--- src/rtl/cdb_arbiter_pkg.sv ---
// cdb_arbiter shared types: writeback entry, FU indices, tag age helper.
// Ages are measured from the ROB head, modulo the tag space.
package cdb_arbiter_pkg;

  localparam int ROB_W = 5;

  localparam int FU_ALU = 0;
  localparam int FU_B = 1;
  localparam int FU_MEM = 2;
  localparam int NUM_FU = 3;

  typedef struct packed {
    logic             valid;
    logic [ROB_W-1:0] rob_tag;
    logic [6:0]       pd;
    logic [31:0]      data;
    logic             wr_en;
  } wb_entry;

  function automatic logic [ROB_W-1:0] tag_age(
    input logic [ROB_W-1:0] tag,
    input logic [ROB_W-1:0] head
  );
    return tag - head;
  endfunction

endpackage

--- src/rtl/cdb_arbiter_if.sv ---
// cdb_arbiter bus bundle: FU results and flush in, CDB and status out.
// master drives the FU side, slave is the arbiter.
interface cdb_arbiter_if;
  import cdb_arbiter_pkg::*;

  wb_entry          alu_in;
  wb_entry          b_in;
  wb_entry          mem_in;
  logic [ROB_W-1:0] rob_head;
  logic             mispredict;
  logic [ROB_W-1:0] mispredict_tag;
  logic [2:0]       fu_stall;
  wb_entry          cdb_out;
  logic             overflow_err;

  modport master (
    output alu_in,
    output b_in,
    output mem_in,
    output rob_head,
    output mispredict,
    output mispredict_tag,
    input  fu_stall,
    input  cdb_out,
    input  overflow_err
  );

  modport slave (
    input  alu_in,
    input  b_in,
    input  mem_in,
    input  rob_head,
    input  mispredict,
    input  mispredict_tag,
    output fu_stall,
    output cdb_out,
    output overflow_err
  );

endinterface

--- src/rtl/cdb_arbiter_fifo.sv ---
// wb_fifo: per-FU result queue with per-slot kill bits for flush squashing.
// Pushes are pre-qualified by the arbiter; killed heads drain via pop.
module wb_fifo
  import cdb_arbiter_pkg::*;
#(
  parameter int DEPTH = 4
) (
  input  logic             clk,
  input  logic             reset,
  input  logic             push,
  input  wb_entry          push_entry,
  input  logic             pop,
  input  logic             flush,
  input  logic [ROB_W-1:0] flush_age,
  input  logic [ROB_W-1:0] rob_head,
  output wb_entry          head,
  output logic             head_live,
  output logic             head_killed,
  output logic             full,
  output logic             almost_full
);

  localparam int PW = $clog2(DEPTH);

  wb_entry          mem [DEPTH];
  logic [DEPTH-1:0] kill;
  logic [PW-1:0]    rd_ptr;
  logic [PW-1:0]    wr_ptr;
  logic [PW:0]      count;
  logic             occupied;
  logic             do_pop;

  assign occupied = count != '0;
  assign do_pop = pop && occupied;
  assign head = mem[rd_ptr];
  assign head_killed = occupied && kill[rd_ptr];
  assign head_live = occupied && !kill[rd_ptr];
  assign full = count == (PW+1)'(DEPTH);

  always_ff @(posedge clk) begin
    if (push) mem[wr_ptr] <= push_entry;
  end

  always_ff @(posedge clk or posedge reset) begin
    if (reset) begin
      kill <= '0;
      rd_ptr <= '0;
      wr_ptr <= '0;
      count <= '0;
      almost_full <= 1'b0;
    end else begin
      for (int i = 0; i < DEPTH; i++) begin
        if (flush && tag_age(mem[i].rob_tag, rob_head) > flush_age)
          kill[i] <= 1'b1;
      end
      // new entries already passed the flush filter
      if (push) begin
        kill[wr_ptr] <= 1'b0;
        wr_ptr <= wr_ptr + PW'(1);
      end
      if (do_pop) rd_ptr <= rd_ptr + PW'(1);
      case ({push, do_pop})
        2'b10:   count <= count + (PW+1)'(1);
        2'b01:   count <= count - (PW+1)'(1);
        default: count <= count;
      endcase
      almost_full <= count >= (PW+1)'(DEPTH-1);
    end
  end

endmodule

--- src/rtl/cdb_arbiter.sv ---
// cdb_arbiter: drains ALU/branch/mem results onto the single CDB.
// Oldest live head by ROB age wins; mispredicts squash younger work.
module cdb_arbiter #(
  parameter int DEPTH = 4,
  parameter int ROB_W = 5
) (
  input logic          clk,
  input logic          reset,
  cdb_arbiter_if.slave bus
);
  import cdb_arbiter_pkg::*;

  wb_entry          in_e [NUM_FU];
  wb_entry          head [NUM_FU];
  logic [ROB_W-1:0] age [NUM_FU];
  logic [2:0]       live;
  logic [2:0]       killed;
  logic [2:0]       full;
  logic [2:0]       afull;
  logic [2:0]       young;
  logic [2:0]       push;
  logic [2:0]       drop;
  logic [2:0]       win;
  logic [2:0]       pop;
  logic [ROB_W-1:0] flush_age;
  logic [ROB_W-1:0] win_age;
  wb_entry          win_e;
  wb_entry          cdb_q;
  logic             bcast;
  logic             ovf_q;

  assign in_e[FU_ALU] = bus.alu_in;
  assign in_e[FU_B] = bus.b_in;
  assign in_e[FU_MEM] = bus.mem_in;
  assign flush_age =
    tag_age(bus.mispredict_tag, bus.rob_head);

  for (genvar g = 0; g < NUM_FU; g++) begin : g_fu
    assign age[g] = tag_age(head[g].rob_tag, bus.rob_head);
    assign young[g] = bus.mispredict &&
      tag_age(in_e[g].rob_tag, bus.rob_head) > flush_age;
    assign pop[g] = win[g] | killed[g];
    assign push[g] = in_e[g].valid && !young[g] &&
      (!full[g] || pop[g]);
    assign drop[g] = in_e[g].valid && !young[g] &&
      full[g] && !pop[g];

    wb_fifo #(.DEPTH(DEPTH)) u_fifo (
      .clk         (clk),
      .reset       (reset),
      .push        (push[g]),
      .push_entry  (in_e[g]),
      .pop         (pop[g]),
      .flush       (bus.mispredict),
      .flush_age   (flush_age),
      .rob_head    (bus.rob_head),
      .head        (head[g]),
      .head_live   (live[g]),
      .head_killed (killed[g]),
      .full        (full[g]),
      .almost_full (afull[g])
    );
  end

  // live ROB tags are unique, so at most one head can win
  assign win[FU_ALU] = live[FU_ALU] &&
    (!live[FU_B] || age[FU_ALU] < age[FU_B]) &&
    (!live[FU_MEM] || age[FU_ALU] < age[FU_MEM]);
  assign win[FU_B] = live[FU_B] &&
    (!live[FU_ALU] || age[FU_B] < age[FU_ALU]) &&
    (!live[FU_MEM] || age[FU_B] < age[FU_MEM]);
  assign win[FU_MEM] = live[FU_MEM] &&
    (!live[FU_ALU] || age[FU_MEM] < age[FU_ALU]) &&
    (!live[FU_B] || age[FU_MEM] < age[FU_B]);

  always_comb begin
    win_e = '0;
    unique case (1'b1)
      win[FU_ALU]: win_e = head[FU_ALU];
      win[FU_B]:   win_e = head[FU_B];
      win[FU_MEM]: win_e = head[FU_MEM];
      default:     win_e = '0;
    endcase
  end

  assign win_age = tag_age(win_e.rob_tag, bus.rob_head);
  assign bcast = (|win) &&
    !(bus.mispredict && win_age > flush_age);

  always_ff @(posedge clk or posedge reset) begin
    if (reset) begin
      cdb_q <= '0;
      ovf_q <= 1'b0;
    end else begin
      cdb_q.valid <= bcast;
      if (bcast) begin
        cdb_q <= win_e;
        cdb_q.valid <= 1'b1;
      end
      if (|drop) ovf_q <= 1'b1;
    end
  end

  assign bus.cdb_out = cdb_q;
  assign bus.fu_stall = afull;
  assign bus.overflow_err = ovf_q;

endmodule
--- src/flat_wrapper.sv ---
// flat-port wrapper written by rule: the top's interface ports become plain ports
module cdb_arbiter_flat import cdb_arbiter_pkg::*;
#(
  parameter int DEPTH = 4,
  parameter int ROB_W = 5
)
  (clk, reset, bus_alu_in, bus_b_in, bus_mem_in, bus_rob_head, bus_mispredict, bus_mispredict_tag, bus_fu_stall, bus_cdb_out, bus_overflow_err);
  cdb_arbiter_if bus_i ();
  input logic clk;
  input logic reset;
  input wire logic [$bits(bus_i.alu_in)-1:0] bus_alu_in;
  input wire logic [$bits(bus_i.b_in)-1:0] bus_b_in;
  input wire logic [$bits(bus_i.mem_in)-1:0] bus_mem_in;
  input wire logic [$bits(bus_i.rob_head)-1:0] bus_rob_head;
  input wire logic [$bits(bus_i.mispredict)-1:0] bus_mispredict;
  input wire logic [$bits(bus_i.mispredict_tag)-1:0] bus_mispredict_tag;
  output wire logic [$bits(bus_i.fu_stall)-1:0] bus_fu_stall;
  output wire logic [$bits(bus_i.cdb_out)-1:0] bus_cdb_out;
  output wire logic [$bits(bus_i.overflow_err)-1:0] bus_overflow_err;
  assign bus_i.alu_in = bus_alu_in;
  assign bus_i.b_in = bus_b_in;
  assign bus_i.mem_in = bus_mem_in;
  assign bus_i.rob_head = bus_rob_head;
  assign bus_i.mispredict = bus_mispredict;
  assign bus_i.mispredict_tag = bus_mispredict_tag;
  assign bus_fu_stall = bus_i.fu_stall;
  assign bus_cdb_out = bus_i.cdb_out;
  assign bus_overflow_err = bus_i.overflow_err;
  cdb_arbiter #(.DEPTH(DEPTH), .ROB_W(ROB_W)) u_core (.clk(clk), .reset(reset), .bus(bus_i));
endmodule
--- config.mk ---
export PLATFORM = sky130hd
export DESIGN_NAME = cdb_arbiter_flat
export DESIGN_NICKNAME = d
export VERILOG_FILES = /design/src/rtl/cdb_arbiter_pkg.sv /design/src/rtl/cdb_arbiter_if.sv /design/src/rtl/cdb_arbiter_fifo.sv /design/src/rtl/cdb_arbiter.sv /design/src/flat_wrapper.sv
export SDC_FILE = /design/constraint.sdc
export NUM_CORES = 1
export LEC_CHECK = 0
export BUFFER_PORTS_ARGS = -buffer_cell sky130_fd_sc_hd__buf_4
export CAP_MARGIN = 20
export CORE_UTILIZATION = 55
export CTS_CLUSTER_DIAMETER = 30
export DETAILED_ROUTE_END_ITERATION = 7
export PLACE_DENSITY = 0.84
export SETUP_SLACK_MARGIN = 0.4
export SYNTH_ARGS = -nofsm -noshare
export SYNTH_HDL_FRONTEND = slang
export SYNTH_HIERARCHICAL = 1
export SYNTH_SLANG_ARGS = --single-unit
--- constraint.sdc ---
create_clock -name clk -period 6.37 [get_ports clk]
set_clock_uncertainty 0.1 [all_clocks]
set_input_delay 0 -clock clk [delete_from_list [all_inputs] [get_ports clk]]
set_output_delay 0 -clock clk [all_outputs]
set_load 0.02 [all_outputs]
* Word level (Yosys, flattened, before mapping)
Memories as Yosys holds them, arrays and structs flattened.
Index checks and enable logic that the tools add are counted.
** Word-level totals
- Register bits after elaboration :: 83
- Bits in latches :: 0
- Bits in writable memories :: 552
- ROM bits :: 0
- Output and inout bits :: 50
- Word-level logic and storage cells :: 226
- Memories :: 3
** Operators by class
- Add/subtract/negate cells :: 32
- Multiply operators :: 0
- Div/mod/pow operators :: 0
- Order comparisons :: 34
- Equal/unequal tests :: 9
- Shift-type cells :: 0
- Muxes and demuxes :: 38
- Bitwise logic cells :: 9
- Reductions and logical operators :: 80
** Memory list
- u_core.g_fu[0].u_fifo.mem :: depth 4, width 46, read ports 5, clocked after Yosys merged registers in 0, write ports 1, line cdb_arbiter_fifo.sv:25 : wb_entry mem [DEPTH];
- u_core.g_fu[1].u_fifo.mem :: depth 4, width 46, read ports 5, clocked after Yosys merged registers in 0, write ports 1, line cdb_arbiter_fifo.sv:25
- u_core.g_fu[2].u_fifo.mem :: depth 4, width 46, read ports 5, clocked after Yosys merged registers in 0, write ports 1, line cdb_arbiter_fifo.sv:25
** Operators by type and width (count)
- $pmux W45 S3 :: 1
- $sub A5 B5 Y5 :: 20
- $gt A5 B5 Y1 :: 16
- $logic_and A1 B1 Y1 :: 47
- $mux W46 :: 1
- $lt A5 B5 Y1 :: 6
- $mux W1 :: 24
- $lt A2 B3 Y1 const B :: 6
- $pmux W3 S2 :: 3
- $logic_not A1 Y1 :: 16
- $add A2 B1 Y2 const B :: 6
- $and A4 B4 Y4 :: 3
- $mux W4 :: 3
- $not A4 Y4 :: 3
- $add A3 B1 Y3 const B :: 3
- $eq A3 B3 Y1 const B :: 3
- $ge A3 B2 Y1 const B :: 3
- $logic_or A1 B1 Y1 :: 9
- $reduce_bool A3 Y1 :: 3
- $sub A3 B1 Y3 const B :: 3
- $bmux W1 S2 :: 3
- $demux W1 S2 :: 3
- $eq A2 B1 Y1 const B :: 3
- $eq A2 B2 Y1 const B :: 3
- 4 further kinds :: 11

* Longest topological paths before layout
- Depth after elaboration :: 15
- Mapped depth :: 35
- Depth with buffers taken out :: 29

* By module
Netlist, hierarchy kept.
** Modules (own cells, without submodules)
- wb_fifo (u_core.g_fu[1].u_fifo ...) :: instances 2, cells an instance 417, area an instance 8295.5 sq um, sequential area each 5825.6 sq um
- wb_fifo (u_core.g_fu[0].u_fifo) :: instances 1, cells an instance 417, area an instance 8296.7 sq um, sequential area each 5825.6 sq um
- cdb_arbiter :: instances 1, cells an instance 482, area an instance 4803.4 sq um, sequential area each 1176.1 sq um

* Worst setup path after synthesis
Ideal clock, no wire load.
- Kind :: register to register
- From :: reg u_core.g_fu[1].u_fifo.rd_ptr[0]
- To :: reg u_core.cdb_q (netlist bit u_core/bus.cdb_out[10])
- Arrival :: 6764 ps
- Data required time :: 6191 ps
- Slack :: -573 ps
- Stages on the path, launching flop included :: 36
- Buffers on the path :: 6
- Period minus slack after synthesis :: 6943 ps
- Cells stage by stage :: dfrtp_1 buf_6 buf_12 buf_12 mux4_2 inv_1 ha_1 inv_1 fa_1 a21o_1 a21oi_1 xnor2_1 inv_1 ha_1 and4_1 a221oi_2 o21ai_0 nor2_1 a31o_2 buf_2 clkbuf_1 a222oi_1 ha_1 inv_1 fa_1 a21o_1 a21oi_1 xnor2_1 xnor2_1 ha_1 nand2_1 o21ai_0 nor2_1 clkbuf_1 a221oi_1 a2bb2oi_1
** RTL lines
- start, declared :: line cdb_arbiter_fifo.sv:27 : logic [PW-1:0] rd_ptr;
- start signal, assigned :: line cdb_arbiter_fifo.sv:61 : if (do_pop) rd_ptr <= rd_ptr + PW'(1);
- end signal, assigned :: line cdb_arbiter.sv:97 : cdb_q <= win_e;
- end, declared :: line cdb_arbiter.sv:28 : wb_entry cdb_q;

==> metrics.csv <==
stage,metric,value,unit
clocking,clk_path_buf_depth,3,
sta,period_minus_slack,6.74,ns
synth,synthCells,1718,
route,vias,20100,
clocking,cts_tree,built,
clocking,clkSlewWorstSetupHoldPaths,0.06,ns
die,die_h,233,um
placement,port_buffers,200,
route,drc_errors,0,
sta,setup_viol,46,
sta,hold_viol,7,
synth,syn_nets,2074,
route,drtAntennaViolNets,0,
route,drt-initial-drc-count,2229,
synth,netlist_area,29300,um2
route,wire_per_inst,32.8,um
route,wl,102,mm
sta,max_slew_margin,0.319,
placement,place.gp.congestion,0.929,
critical_path,worstPathMaxFanout,7,
die,die_area,54100,um2
placement,place_area,31600,um2
sta,drv_slew,0,
critical_path,worstPathRequired,6.81,ns
cells_and_area,area_growth,34.1,%
route,vias_per_cell,6.48,
critical_path,cpMaxStageDelayCell,mux4_2,
sta,timing.final.crit_share,1.06,
critical_path,path_class,reg -> reg,
route,first_pass_iters,8,
critical_path,worst_ep_arrival_time,7.18,ns
grt,grt_pass1_vias,20700,
status,status,"finished, violations left",
clocking,cts_buffers,110,
sta,worst_pin_slew,1.02,ns
critical_path,slowest_delay,0.54,ns
synth,ys_warn_count,6,
cells_and_area,design_area,39200,um2
cells_and_area,fillers,2804,
clocking,numClockSinks,623,
min_path,hp-class,in -> reg,
die,core_area,52600,um2
die,rows,84,
critical_path,cp-start-kind,flip-flop,
cells_and_area,drive_above_1_share,0.316,
synth,avgSynthCellArea,17.0,um2
grt,grt_first_pass_wirelength,139,mm
critical_path,end_kind,flip-flop,
sta,fmax,148,MHz
sta,hold_slack,-0.0189,ns
sta,rsz0062_at_grt,true,
grt,gr-total-overflow,0,
grt,antenna_found_initial,9,
die,initial_core_util,0.557,
sta,fin_ws,-0.367,ns
clocking,htree_levels,3,
cells_and_area,final_nets,2657,
status,violations,"hold timing, setup timing",
run,maxCapViolations,0,
die,die_w,233,um
placement,dp_hpwl,50.7,mm
die,io_pins,201,
grt,track_usage,0.363,
clocking,root_buffer,clkbuf_16,
critical_path,cpMostUsedCell,inv_2,
grt,grt_max_degree,48,
clocking,clk_latency,0.67,ns
[per-stage QoR]
stage	hold slack (ns)	utilization	setup TNS, ns	setup WS (ns)	std cells
finish	-0.0189	0.747	-9.18	-0.367	3096
CTS	0.000656	0.737	0	0.0698	3072
global placement	-0.131	0.602	0	0.0679	2590
floorplan	-0.235	-	-3.59	-0.0969	1718
global route	-0.0173	0.746	-16.36	-0.488	3092
detailed placement	-0.127	0.602	-1.06	-0.0462	2590
[area by class of cell]
class / count / area (um2) / share of cell area
clock buffers: 131 / 2970 / 0.0756
flip-flops and latches: 623 / 18300 / 0.467
well taps: 688 / 861 / 0.0219
repair buffers: 537 / 5040 / 0.129
inverters: 126 / 475 / 0.0121
multi-input cells: 903 / 10600 / 0.270
clock inverters: 78 / 947 / 0.0241
diodes: 10 / 25.0 / 0.000638
[path summary, 6_finish.rpt]
check,cells past startpoint,endpoint,from,slack (ns)
worst max-delay path,31,u_core/bus.cdb_out[6],u_core/g_fu[1].u_fifo/rd_ptr[0],-0.37
worst min-delay path,2,u_core/g_fu[2].u_fifo/mem[2][22],bus_mem_in[22],-0.02
worst max register to register,31,u_core/bus.cdb_out[6],u_core/g_fu[1].u_fifo/rd_ptr[0],-0.37
worst min register to register,2,u_core/g_fu[1].u_fifo/kill[1],u_core/g_fu[1].u_fifo/kill[1],0.39
max in group asynchronous,5,u_core/bus.cdb_out[36],reset,4.85
min in group asynchronous,4,u_core/bus.cdb_out[41],reset,0.47
[sequential cells by signal (all words and copies together) (netlist names)]
register	flops
u_core/g_fu.u_fifo/mem	540
u_core/bus.cdb_out	46
u_core/g_fu.u_fifo/kill	12
u_core/g_fu.u_fifo/count	9
u_core/g_fu.u_fifo/rd_ptr	6
u_core/g_fu.u_fifo/wr_ptr	6
u_core/g_fu.u_fifo/almost_full	3
u_core/bus.overflow_err	1
[placed cells by master (no fill, tap or decap), types with 8 or more instances in the layout]
cell	count
clkbuf_16	116
a2bb2oi_2	40
bufinv_16	15
fa_1	20
clkinv_2	20
buf_6	9
buf_4	270
inv_1	110
edfxtp_1	540
o22ai_1	9
diode_2	10
o211ai_1	14
clkinv_4	10
nand2_1	53
buf_12	15
a221oi_2	17
clkinvlp_4	12
a211oi_1	11
nor2b_1	10
a221oi_4	18
clkbuf_1	13
o21ai_1	10
inv_2	14
nor2_1	17
nand4_1	14
xor2_1	36
dlygate4sd3_1	231
a21o_1	46
ha_1	179
mux4_2	126
dfrtp_1	77
a21oi_1	54
o21ai_0	53
mux4_1	12
inv_6	8
buf_16	9
xnor2_1	65
[critical path: cells and delay by family (launching register included)]
family	cells	cell delay, ns
and+or+nand+nor	4	0.49
DFF	1	0.43
adders and majority gates	6	1.69
buffers and inverters	6	0.57
xor gates and xnor gates	3	0.40
muxes	1	0.54
AOI/OAI and AO/OA	11	2.37
[metal layers]
metal  vias to the layer above  GRT usage  wire [um]
li1                       8031          -          -
met1                      9985      0.415      33000
met2                      1573      0.604      49500
met3                       464     0.0855       9920
met4                         2      0.254       9170
met5                         -          0         13
[what timing repair did]
| action | CTS | global route |
|---|---|---|
| buffers inserted | 34 | 11 |
| pin swaps | 16 | 15 |
| cloned | 9 | 1 |
| hold buffers | 230 | 1 |
| endpoints found under the hold margin | 642 | 4 |
| resized for setup | 58 | 52 |
| endpoints found under the setup margin | 78 | 330 |
Power is left out: the tool's default activity adds up to more than one toggle a clock period on the data nets, which glitch-free logic cannot reach.
